<file path="src/rtl/div3_seq.sv">
// div3_seq: sequential restoring divider, WIDTH shift/subtract iterations behind a start/done handshake.
//
// Ports:
//   clk          clock, all state on posedge
//   reset_n      synchronous active-low reset
//   start        request, sampled only in IDLE
//   dividend     captured on the accepted start edge
//   divisor      captured on the accepted start edge
//   div_signed   two's-complement request (only honoured with SIGNED_DIV_EN)
//   quotient     result register, held until the next done
//   remainder    result register, held until the next done
//   div_by_zero  set with done when the divisor was zero
//   busy         high whenever the FSM is not IDLE
//   done         one-cycle pulse while in DONE
//
// Optional feature macro: SIGNED_DIV_EN (signed division support).
module div3_seq #(
    parameter int WIDTH = 32
) (
    input  logic             clk,
    input  logic             reset_n,
    input  logic             start,
    input  logic [WIDTH-1:0] dividend,
    input  logic [WIDTH-1:0] divisor,
    input  logic             div_signed,
    output logic [WIDTH-1:0] quotient,
    output logic [WIDTH-1:0] remainder,
    output logic             div_by_zero,
    output logic             busy,
    output logic             done
);
    typedef enum logic [1:0] {IDLE, SHIFT, SUB, DONE} state_t;
    localparam int CW = $clog2(WIDTH);

    state_t           state_q, state_d;
    logic [CW-1:0]    count_q, count_d;
    logic [WIDTH-1:0] rem_q, rem_d, quo_q, quo_d, dsr_q, dsr_d;
    logic [WIDTH-1:0] quotient_q, quotient_d, remainder_q, remainder_d;
    logic             dbz_q, dbz_d;
    logic [WIDTH-1:0] dd_mag, ds_mag, fin_quo, fin_rem;
    logic [WIDTH:0]   diff;

`ifdef SIGNED_DIV_EN
    logic dd_neg, ds_neg, qneg_q, qneg_d, rneg_q, rneg_d;
    assign dd_neg = div_signed & dividend[WIDTH-1];
    assign ds_neg = div_signed & divisor[WIDTH-1];
    // The magnitude of MIN is MIN itself read as unsigned, which makes MIN/-1 fall out naturally.
    assign dd_mag = dd_neg ? -dividend : dividend;
    assign ds_mag = ds_neg ? -divisor : divisor;
`else
    logic unused_signed;
    assign unused_signed = div_signed;
    assign dd_mag = dividend;
    assign ds_mag = divisor;
`endif

    // Borrow out of the extended subtraction means rem < dsr.
    assign diff    = {1'b0, rem_q} - {1'b0, dsr_q};
    assign fin_quo = {quo_q[WIDTH-1:1], ~diff[WIDTH]};
    assign fin_rem = diff[WIDTH] ? rem_q : diff[WIDTH-1:0];

    always_comb begin
        state_d     = state_q;
        count_d     = count_q;
        rem_d       = rem_q;
        quo_d       = quo_q;
        dsr_d       = dsr_q;
        quotient_d  = quotient_q;
        remainder_d = remainder_q;
        dbz_d       = dbz_q;
`ifdef SIGNED_DIV_EN
        qneg_d      = qneg_q;
        rneg_d      = rneg_q;
`endif
        case (state_q)
            IDLE: begin
                if (start && divisor == '0) begin
                    state_d     = DONE;
                    quotient_d  = '1;
                    remainder_d = dividend;
                    dbz_d       = 1'b1;
                end else if (start) begin
                    state_d = SHIFT;
                    rem_d   = '0;
                    quo_d   = dd_mag;
                    dsr_d   = ds_mag;
                    count_d = '0;
`ifdef SIGNED_DIV_EN
                    qneg_d  = dd_neg ^ ds_neg;
                    rneg_d  = dd_neg;
`endif
                end
            end
            SHIFT: begin
                {rem_d, quo_d} = {rem_q, quo_q} << 1;
                state_d        = SUB;
            end
            SUB: begin
                rem_d = fin_rem;
                quo_d = fin_quo;
                if (count_q == CW'(WIDTH - 1)) begin
                    state_d     = DONE;
                    dbz_d       = 1'b0;
`ifdef SIGNED_DIV_EN
                    quotient_d  = qneg_q ? -fin_quo : fin_quo;
                    remainder_d = rneg_q ? -fin_rem : fin_rem;
`else
                    quotient_d  = fin_quo;
                    remainder_d = fin_rem;
`endif
                end else begin
                    state_d = SHIFT;
                    count_d = count_q + 1'b1;
                end
            end
            default: state_d = IDLE;
        endcase
    end

    always_ff @(posedge clk) begin
        if (!reset_n) begin
            state_q     <= IDLE;
            count_q     <= '0;
            rem_q       <= '0;
            quo_q       <= '0;
            dsr_q       <= '0;
            quotient_q  <= '0;
            remainder_q <= '0;
            dbz_q       <= 1'b0;
`ifdef SIGNED_DIV_EN
            qneg_q      <= 1'b0;
            rneg_q      <= 1'b0;
`endif
        end else begin
            state_q     <= state_d;
            count_q     <= count_d;
            rem_q       <= rem_d;
            quo_q       <= quo_d;
            dsr_q       <= dsr_d;
            quotient_q  <= quotient_d;
            remainder_q <= remainder_d;
            dbz_q       <= dbz_d;
`ifdef SIGNED_DIV_EN
            qneg_q      <= qneg_d;
            rneg_q      <= rneg_d;
`endif
        end
    end

    assign quotient    = quotient_q;
    assign remainder   = remainder_q;
    assign div_by_zero = dbz_q;
    assign busy        = state_q != IDLE;
    assign done        = state_q == DONE;
endmodule

</file>
<file path="config.mk">
export PLATFORM = sky130hd
export DESIGN_NAME = div3_seq
export DESIGN_NICKNAME = d
export VERILOG_FILES = /design/src/rtl/div3_seq.sv
export SDC_FILE = /design/constraint.sdc
export NUM_CORES = 1
export LEC_CHECK = 0
export ABC_AREA = 1
export BUFFER_PORTS_ARGS = -buffer_cell sky130_fd_sc_hd__buf_4
export CAP_MARGIN = 10
export CORE_ASPECT_RATIO = 1.1
export CORE_MARGIN = 10
export CORE_UTILIZATION = 53
export DETAILED_ROUTE_END_ITERATION = 8
export PLACE_DENSITY = 0.79
export SKIP_CTS_REPAIR_TIMING = 1
export SYNTH_ARGS = -nofsm -noshare
export SYNTH_HDL_FRONTEND = slang
export SYNTH_SLANG_ARGS = --single-unit
</file>
<file path="constraint.sdc">
create_clock -name clk -period 2.3 [get_ports clk]
set_input_delay 0.345 -clock clk [delete_from_list [all_inputs] [get_ports clk]]
set_output_delay 0.345 -clock clk [all_outputs]
set_load 0.02 [all_outputs]
</file>
==> run_results.csv, run 1 <==
group,metric,value,unit
outcome,status,"complete, but fails checks",
outcome,violations,"setup timing",
pwr,swShare,37.2,%
logic_synthesis,yosys-top-cells-area,"dfxtp_1 (33%), nand2_1 (19%), a21oi_1 (9.3%), inv_1 (7.4%), nand3_1 (5.3%)",
critical_path,worstPathRequired,2.67,ns
global_routing,grtUsageTotal,22.8,%
logic_synthesis,synth_edf_count,0,
global_routing,antenna_found_initial,0,
route,finalWirelength,31300,µm
logic_synthesis,syn_nets,1709,
placed_design,place_hpwl,22000,µm
clock_network,path_clk_slew,0.07,ns
timing,setup_violations,2,
pwr,switching_power,3750,µW
logic_synthesis,async_flop_share,0,%
placed_design,place_area,11600,µm²
logic_synthesis,synthesis.area,10100,µm²
clock_network,cts_tree,"built",
timing,finalWorstSetupSlack,-0.0750,ns
finish,diodes,0,
route,drtAntennaViolNets,0,
finish,final_nets,1843,
critical_path,start_kind,"flip-flop",
placed_design,dp_cells,1951,
global_routing,grt_max_degree,64,
logic_synthesis,ys_ff_latch,168,
global_routing,grt_pass1_vias,9754,
pwr,peakVddDrop,563,µV
timing,rsz0062_at_grt,"yes",
timing,drv_slew,0,
finish,fin_cells,1990,
timing,hold_viol_final,0,
die,dieHeight,165,µm
global_routing,grt_pass1_wl,46500,µm
route,num_vias,10865,
logic_synthesis,synth_cell_types,42,
timing,fmax,0.421,GHz
finish,fin_area,13000,µm²
pwr,power_density,776,nW/µm²
die,fp-row-count,52,
route,drtPass1Iterations,5,
critical_path,critPathKind,"reg -> reg",
die,io_pins,135,
finish,drive_above_1_share,24.1,%
pwr,clockPowerShare,30.4,%
pwr,combPwrFrac,34.6,%
die,core_area,18500,µm²
die,dieWidth,152,µm
pwr,leakagePower,0.00619,µW
logic_synthesis,synth_top_area_share,33.3,%
finish,area_growth_syn_to_layout,28.8,%
route,dr.first_iter.drc_count,684,
critical_path,cp.arrival,2.74,ns
timing,post-route-period-util,103,%
placed_design,portBuffers,133,
clock_network,cts-root-buf,"clkbuf_16",
logic_synthesis,ys_seq_area_share,33.3,%
logic_synthesis,yosys-top-cells-count,"nand2_1 (505), inv_1 (200), a21oi_1 (188)",
finish,num-fill-cells,1570,
hold_path,hold_path_class,"in -> reg",
clock_network,clk_latency,0.44,ns
route,drc_errors,0,
logic_synthesis,ys_warn_count,0,
timing,slew_headroom,63.2,%
logic_synthesis,syn_area_per_cell,6.30,µm²
die,die_area,25000,µm²
timing,fin_skew,0.00970,ns
pwr,pwr-share-seq,35.0,%
placed_design,routabilityCongestion,0.894,
clock_network,cts.sinks,168,
logic_synthesis,syn_inst,1601,
clock_network,htreeDepth,4,
logic_synthesis,yosys_most_used_dff,"dfxtp_1",
route,vias_per_cell,5.46,
critical_path,cp_max_fo,3,
logic_synthesis,synthMostInstantiatedCell,"nand2_1",
logic_synthesis,synth_top_cell_by_area,"dfxtp_1",
route,wl_per_cell,15.7,µm
global_routing,grt_overflow_total,0,
critical_path,critPathCaptureType,"flip-flop",
job,maxCapViolCount,0,
pwr,internal-power,6330,µW
clock_network,cts_made_buffers,17,
die,start_util,54.4,%
timing,period_needed,2.38,ns
timing,max_slew.worst_pin.slew,0.551,ns
clock_network,clockBufferDepth,2,
power groups by stage:
stage               sequential [µW]  combinational (µW)  clock, µW
floorplan                      3720                1920          0
global placement               3570                3120          0
detailed placement             3590                3180          0
CTS                            3530                3200       3070
global route                   3570                3800       3180
finish                         3530                3490       3070
layer usage:
metal,up-vias,global-route usage [%],share of wire [%]
met4,0,7.16,2.5
met5,-,0,0
met1,4945,30.3,43
met2,435,36.8,47
met3,69,4.00,7.9
li1,5416,-,-
worst paths after layout:
check / start / slack, ns / to / cells past startpoint
worst min-delay path: dividend[18] / 0.19 / quo_q[18]$_SDFFE_PN0P_ / 3
worst max-delay path: rem_q[0]$_SDFFE_PN0P_ / -0.08 / remainder[30]$_SDFFE_PN0P_ / 17
worst min register to register: quotient[5]$_SDFFE_PN0P_ / 0.46 / quotient[5]$_SDFFE_PN0P_ / 2
worst max register to register: rem_q[0]$_SDFFE_PN0P_ / -0.08 / remainder[30]$_SDFFE_PN0P_ / 17
logic make-up after synthesis:
kind of cell             count (synthesis)  share of synthesized area [%]
AO/OA/AOI/OAI                          333                           17.4
buffers and inverters                  284                           11.2
XOR/XNOR                                15                           1.30
flip-flops                             168                           33.3
AND/OR/NAND/NOR                        761                           31.7
adder cells (fa/ha/maj)                 40                           5.03
critical path: stages (launching register included):
cell and delay [ns]:
dfxtp_2 0.34, inv_2 0.05, ha_4 0.16, fa_2 0.42, buf_4 0.16, inv_1 0.08, nand2_1 0.08, nand3_2 0.13
nand2_1 0.10, nand2_2 0.14, nand2_1 0.10, nand2_1 0.07, nand2_1 0.04, nand2_1 0.13, nand2_4 0.08, nand2_2 0.07
nand2_1 0.05, a21oi_1 0.11
through the flow:
| step | worst slack (ns) | hold slack [ns] | utilization [%] | setup TNS, ns | total power, µW |
|---|---|---|---|---|---|
| after floorplan | 0.122 | 0.427 | - | 0 | 5640 |
| after global placement | -0.00106 | 0.436 | 62.3 | -0.00106 | 6700 |
| after global routing | -0.126 | 0.195 | 70.1 | -2.82 | 10600 |
| after CTS | -0.111 | 0.189 | 65.7 | -1.57 | 9790 |
| final | -0.0750 | 0.194 | 70.1 | -0.140 | 10100 |
| after detailed placement | -0.0366 | 0.456 | 62.3 | -0.126 | 6770 |
cell type report:
type,instances,area [µm²],area share [%]
clock buffers,18,439,3.38
clock inverters,13,183,1.41
inverters,206,777,5.98
multi-input cells,1149,6240,48.0
flip-flops and latches,168,3420,26.3
well taps,243,304,2.34
repair buffers,193,1650,12.7
state kept, by name (all words and copies together) (netlist names):
register	flops
div_by_zero	1
quo_q	32
state_q	2
dsr_q	32
rem_q	32
quotient	32
remainder	32
count_q	5
layout by cell type (no fill, tap or decap), types with 22 or more instances in the layout:
master / netlist / layout
a21oi_2: 4 / 22
inv_2: 5 / 27
a31oi_1: 28 / 28
nor2_1: 77 / 73
o21ai_0: 93 / 93
nand2_1: 505 / 472
a21oi_1: 188 / 170
inv_1: 200 / 178
nand2_2: 24 / 49
nand3_1: 107 / 95
ha_4: 0 / 28
dfxtp_1: 168 / 141
buf_4: 3 / 175
Power figures use the tool's default switching activity.
==> inputs of run 2 (changes only) <==
- CORE_UTILIZATION: 53 -> 60
- PLACE_DENSITY: 0.79 -> 0.85
- clock period: 2.3 -> 2.8 ns (I/O delays scaled with it)
==> run_results.csv, run 2 (same netlist as run 1, synthesis figures left out) <==
group,metric,value,unit
route,drtPass1Iterations,5,
timing,fin_skew,0.00968,ns
finish,layout_common_cells,"nand2_1 (504), inv_1 (199), a21oi_1 (188)",
global_routing,grt_max_degree,70,
pwr,peakVddDrop,462,µV
route,dr.first_iter.drc_count,669,
job,maxCapViolCount,0,
timing,setup_tns,0,ns
global_routing,grt_overflow_total,0,
die,dieHeight,156,µm
timing,holdWs,0.259,ns
placed_design,place_hpwl,21000,µm
route,routed.top_layer,"met4",
critical_path,r2r_start,"rem_q[0]$_SDFFE_PN0P_",
finish,final_common_cell,"nand2_1",
clock_network,clockBufferDepth,2,
global_routing,antenna_found_initial,0,
die,start_util,61.4,%
critical_path,critPathCaptureType,"flip-flop",
critical_path,crit_chain,"inv_1 -> ha_1 -> fa_1 -> nor2_1 -> o21ai_1 -> nand2_2 -> nand2_1 -> nand2_2 -> nand2_4 -> a21oi_4 -> buf_4 -> nand2_2 -> nand2_1 -> nand2_1 -> a21oi_1",
die,core_area,16400,µm²
timing,finalWorstSetupSlack,0.155,ns
finish,final_nets,1807,
clock_network,cts_made_buffers,17,
route,route.met2.wl,12800,µm
route,met1_length,12300,µm
die,fp-row-count,49,
timing,setup_violations,0,
route,wl_per_cell,14.6,µm
critical_path,cp.arrival,3.01,ns
outcome,status,"completed",
finish,regArea,3360,µm²
clock_network,cts-root-buf,"clkbuf_16",
critical_path,slowest_delay,0.43,ns
pwr,leakagePower,0.00580,µW
timing,post-route-period-util,94.5,%
hold_path,hp-start,"dividend[10]",
placed_design,portBuffers,133,
route,finalWirelength,28000,µm
critical_path,worst-path-buf-inv,2,
clock_network,clk_latency,0.44,ns
critical_path,slowest_stage,"fa_1",
pwr,finalPower,7610,µW
critical_path,cp_max_fo,7,
clock_network,htreeDepth,4,
timing,slew_headroom,47.2,%
die,io_pins,135,
hold_path,hold_path_class,"in -> reg",
timing,fmax,0.378,GHz
pwr,power_density,647,nW/µm²
clock_network,path_clk_slew,0.07,ns
placed_design,routabilityCongestion,0.962,
critical_path,rrSetupSlack,0.16,ns
timing,hold_viol_final,0,
critical_path,startpoint,"rem_q[0]$_SDFFE_PN0P_",
timing,max_slew.worst_pin.slew,0.791,ns
finish,multiInputGateArea,5610,µm²
route,wl_met3,2230,µm
route,drtAntennaViolNets,0,
global_routing,grt_pass1_wl,45300,µm
placed_design,place_ws,0.198,ns
die,die_area,22400,µm²
timing,period_needed,2.64,ns
timing,drv_slew,0,
critical_path,critPathTopFamily,"simple AND/OR/NAND/NOR gates",
route,drc_errors,0,
global_routing,grtUsageTotal,24.5,%
clock_network,cts_tree,"built",
critical_path,worstPathRequired,3.17,ns
die,dieWidth,144,µm
clock_network,cts.sinks,168,
finish,area_growth_syn_to_layout,16.6,%
critical_path,critPathKind,"reg -> reg",
critical_path,start_kind,"flip-flop",
finish,num-fill-cells,1452,
finish,diodes,0,
global_routing,grt_pass1_vias,9592,
finish,drive_above_1_share,13.8,%
route,num_vias,10496,
route,vias_per_cell,5.48,
-- run 2: power breakdown --
group / switching [µW] / internal [µW] / total [µW]
logic: 1670 / 776 / 2450
clock network: 1090 / 1180 / 2270
registers: 174 / 2720 / 2890
-- run 2: worst min-delay path: cells and delay by family --
kind | cells | cell delay (ns)
AO/OA/AOI/OAI | 1 | 0.07
buffers and inverters | 1 | 0.11
AND/OR/NAND/NOR | 1 | 0.05
-- run 2: stage by stage --
stage | cell area, µm² | cells | utilization (%)
after global routing | 11800 | 1916 | 71.6
after floorplan | 10100 | 1601 | -
after global placement | 11200 | 1879 | 67.9
final | 11800 | 1916 | 71.6
after detailed placement | 11200 | 1879 | 67.9
after CTS | 11700 | 1911 | 71.3
-- run 2: path summary, 6_finish.rpt --
path                                endpoint  cells past startpoint
hold / removal        quo_q[10]$_SDFFE_PN0P_                      3
setup / recovery  remainder[13]$_SDFFE_PN0P_                     15
setup reg to reg  remainder[13]$_SDFFE_PN0P_                     15
hold reg to reg      count_q[4]$_SDFFE_PN0P_                      2
-- run 2: routing by layer --
metal	vias up	global-route usage [%]
met4	0	8.27
met1	4711	31.0
met2	402	41.0
li1	5333	-
met5	-	0
met3	50	4.69
-- run 2: cell type report --
class | instances | share of cell area, %
multi-input combinational | 1150 | 47.7
inverter | 206 | 6.57
clock inverter | 14 | 1.15
clock buffer | 18 | 3.65
sequential | 168 | 28.6
tap | 204 | 2.17
timing repair buffer | 156 | 10.2
==> inputs of run 3 (changes only) <==
- BUFFER_PORTS_ARGS: -buffer_cell sky130_fd_sc_hd__buf_4 -> -buffer_cell sky130_fd_sc_hd__buf_2
- clock period: 2.8 -> 3.4 ns (I/O delays scaled with it)
==> run_results.csv, run 3 (same netlist as run 1, synthesis figures left out) <==
group,metric,value,unit
clock_network,path_clk_slew,0.07,ns
global_routing,grt_pass1_wl,45100,µm
finish,final_common_cell,"nand2_1",
timing,setup_violations,0,
pwr,peakVddDrop,406,µV
global_routing,grt_overflow_total,0,
global_routing,antenna_found_initial,0,
timing,post-route-period-util,82.2,%
finish,drive_above_1_share,13.5,%
critical_path,critPathCaptureType,"flip-flop",
clock_network,cts_tree,"built",
die,die_area,22400,µm²
pwr,clockPowerShare,30.9,%
critical_path,cp_max_fo,15,
outcome,status,"completed",
route,vias_per_cell,5.47,
timing,rsz0062_at_grt,"no",
hold_path,hold_path_class,"in -> reg",
global_routing,grtUsageTotal,24.5,%
route,dr.first_iter.drc_count,938,
route,num_vias,10431,
finish,num-fill-cells,1462,
finish,layout_common_cells,"nand2_1 (504), inv_1 (199), a21oi_1 (188)",
pwr,pwr-share-seq,38.2,%
clock_network,cts.sinks,168,
route,wl_per_cell,14.6,µm
pwr,internal-power,3800,µW
critical_path,worstPathRequired,3.75,ns
die,start_util,61.4,%
global_routing,grt_max_degree,101,
die,dieHeight,156,µm
placed_design,place_hpwl,20600,µm
clock_network,cts_made_buffers,17,
route,drc_errors,0,
clock_network,clk_latency,0.44,ns
timing,holdWs,0.340,ns
die,dieWidth,144,µm
timing,fmax,0.358,GHz
placed_design,portBuffers,133,
job,maxCapViolCount,0,
pwr,swShare,39.0,%
finish,area_growth_syn_to_layout,12.9,%
route,finalWirelength,27800,µm
pwr,power_density,547,nW/µm²
timing,fin_skew,0.0102,ns
timing,setup_tns,0,ns
timing,hold_viol_final,0,
placed_design,routabilityCongestion,0.985,
finish,diodes,0,
pwr,leakagePower,0.00571,µW
pwr,combPwrFrac,30.9,%
die,io_pins,135,
timing,drv_slew,0,
global_routing,grt_pass1_vias,9427,
timing,period_needed,2.80,ns
clock_network,clockBufferDepth,2,
critical_path,cp.arrival,3.15,ns
route,drtAntennaViolNets,0,
die,core_area,16400,µm²
finish,final_nets,1798,
clock_network,htreeDepth,4,
pwr,switching_power,2430,µW
timing,slew_headroom,28.1,%
route,drtPass1Iterations,5,
finish,final_util,69.3,%
critical_path,start_kind,"flip-flop",
timing,max_slew.worst_pin.slew,1.08,ns
die,fp-row-count,49,
clock_network,cts-root-buf,"clkbuf_16",
critical_path,critPathKind,"reg -> reg",
## run 3: cell types whose count changed in the layout (fill, tap and decap cells not counted), moves of 2 or more
cell        delta
buf_4        -141
buf_2        +133
clkinv_4       +3
clkinv_8       +2
clkinvlp_4     -2
inv_6          -2
## run 3: worst max-delay path: stages, from the launching register on
cell     delay [ns]
dfxtp_1        0.37
inv_1          0.08
ha_1           0.21
fa_1           0.43
nor2_1         0.17
o21ai_1        0.09
nand2_2        0.10
nand2_1        0.07
nand2_2        0.10
nand2_4        0.08
a21oi_4        0.28
buf_4          0.33
nand2_2        0.09
nand3_1        0.10
nand2_1        0.06
a21oi_1        0.15
## run 3: per-stage QoR
| step | setup WS [ns] | cell area (µm²) | power, µW | cells |
|---|---|---|---|---|
| detailed placement | 0.675 | 10800 | 4320 | 1875 |
| floorplan | 1.22 | 10100 | 3820 | 1601 |
| global route | 0.439 | 11400 | 6580 | 1907 |
| finish | 0.605 | 11400 | 6230 | 1907 |
| global placement | 0.743 | 10800 | 4280 | 1875 |
| CTS | 0.629 | 11400 | 6220 | 1907 |
## run 3: path summary, 6_finish.rpt
path / startpoint / to / slack, ns / cells past startpoint
worst max-delay path: rem_q[0]$_SDFFE_PN0P_ / rem_q[18]$_SDFFE_PN0P_ / 0.60 / 15
worst min-delay path: dividend[8] / quo_q[8]$_SDFFE_PN0P_ / 0.34 / 3
worst max register to register: rem_q[0]$_SDFFE_PN0P_ / rem_q[18]$_SDFFE_PN0P_ / 0.60 / 15
worst min register to register: count_q[4]$_SDFFE_PN0P_ / count_q[4]$_SDFFE_PN0P_ / 0.45 / 2
## run 3: area by class of cell
type / count / area [µm²] / share of cell area, %
multi-input cells: 1149 / 5600 / 49.2
well taps: 204 / 255 / 2.24
inverters: 206 / 773 / 6.79
flip-flops and latches: 168 / 3360 / 29.5
repair buffers: 148 / 803 / 7.05
clock inverters: 14 / 156 / 1.37
clock buffers: 18 / 439 / 3.86
## run 3: power by group through the flow
stage	logic, µW	registers [µW]	clock network [µW]
2_1_floorplan	1300	2520	0
3_3_place_gp	1860	2410	0
3_5_place_dp	1900	2420	0
4_1_cts	1910	2380	1930
5_1_grt	2140	2410	2020
6_report	1920	2380	1920
## run 3: layer usage
| metal | GRT usage, % | vias to the layer above | share of wire, % | wire (µm) |
|---|---|---|---|---|
| li1 | - | 5327 | - | - |
| met1 | 32.4 | 4619 | 44 | 12100 |
| met2 | 40.1 | 450 | 46 | 12800 |
| met3 | 4.48 | 35 | 8.9 | 2470 |
| met4 | 6.81 | 0 | 1.6 | 433 |
| met5 | 0 | - | 0 | 0 |
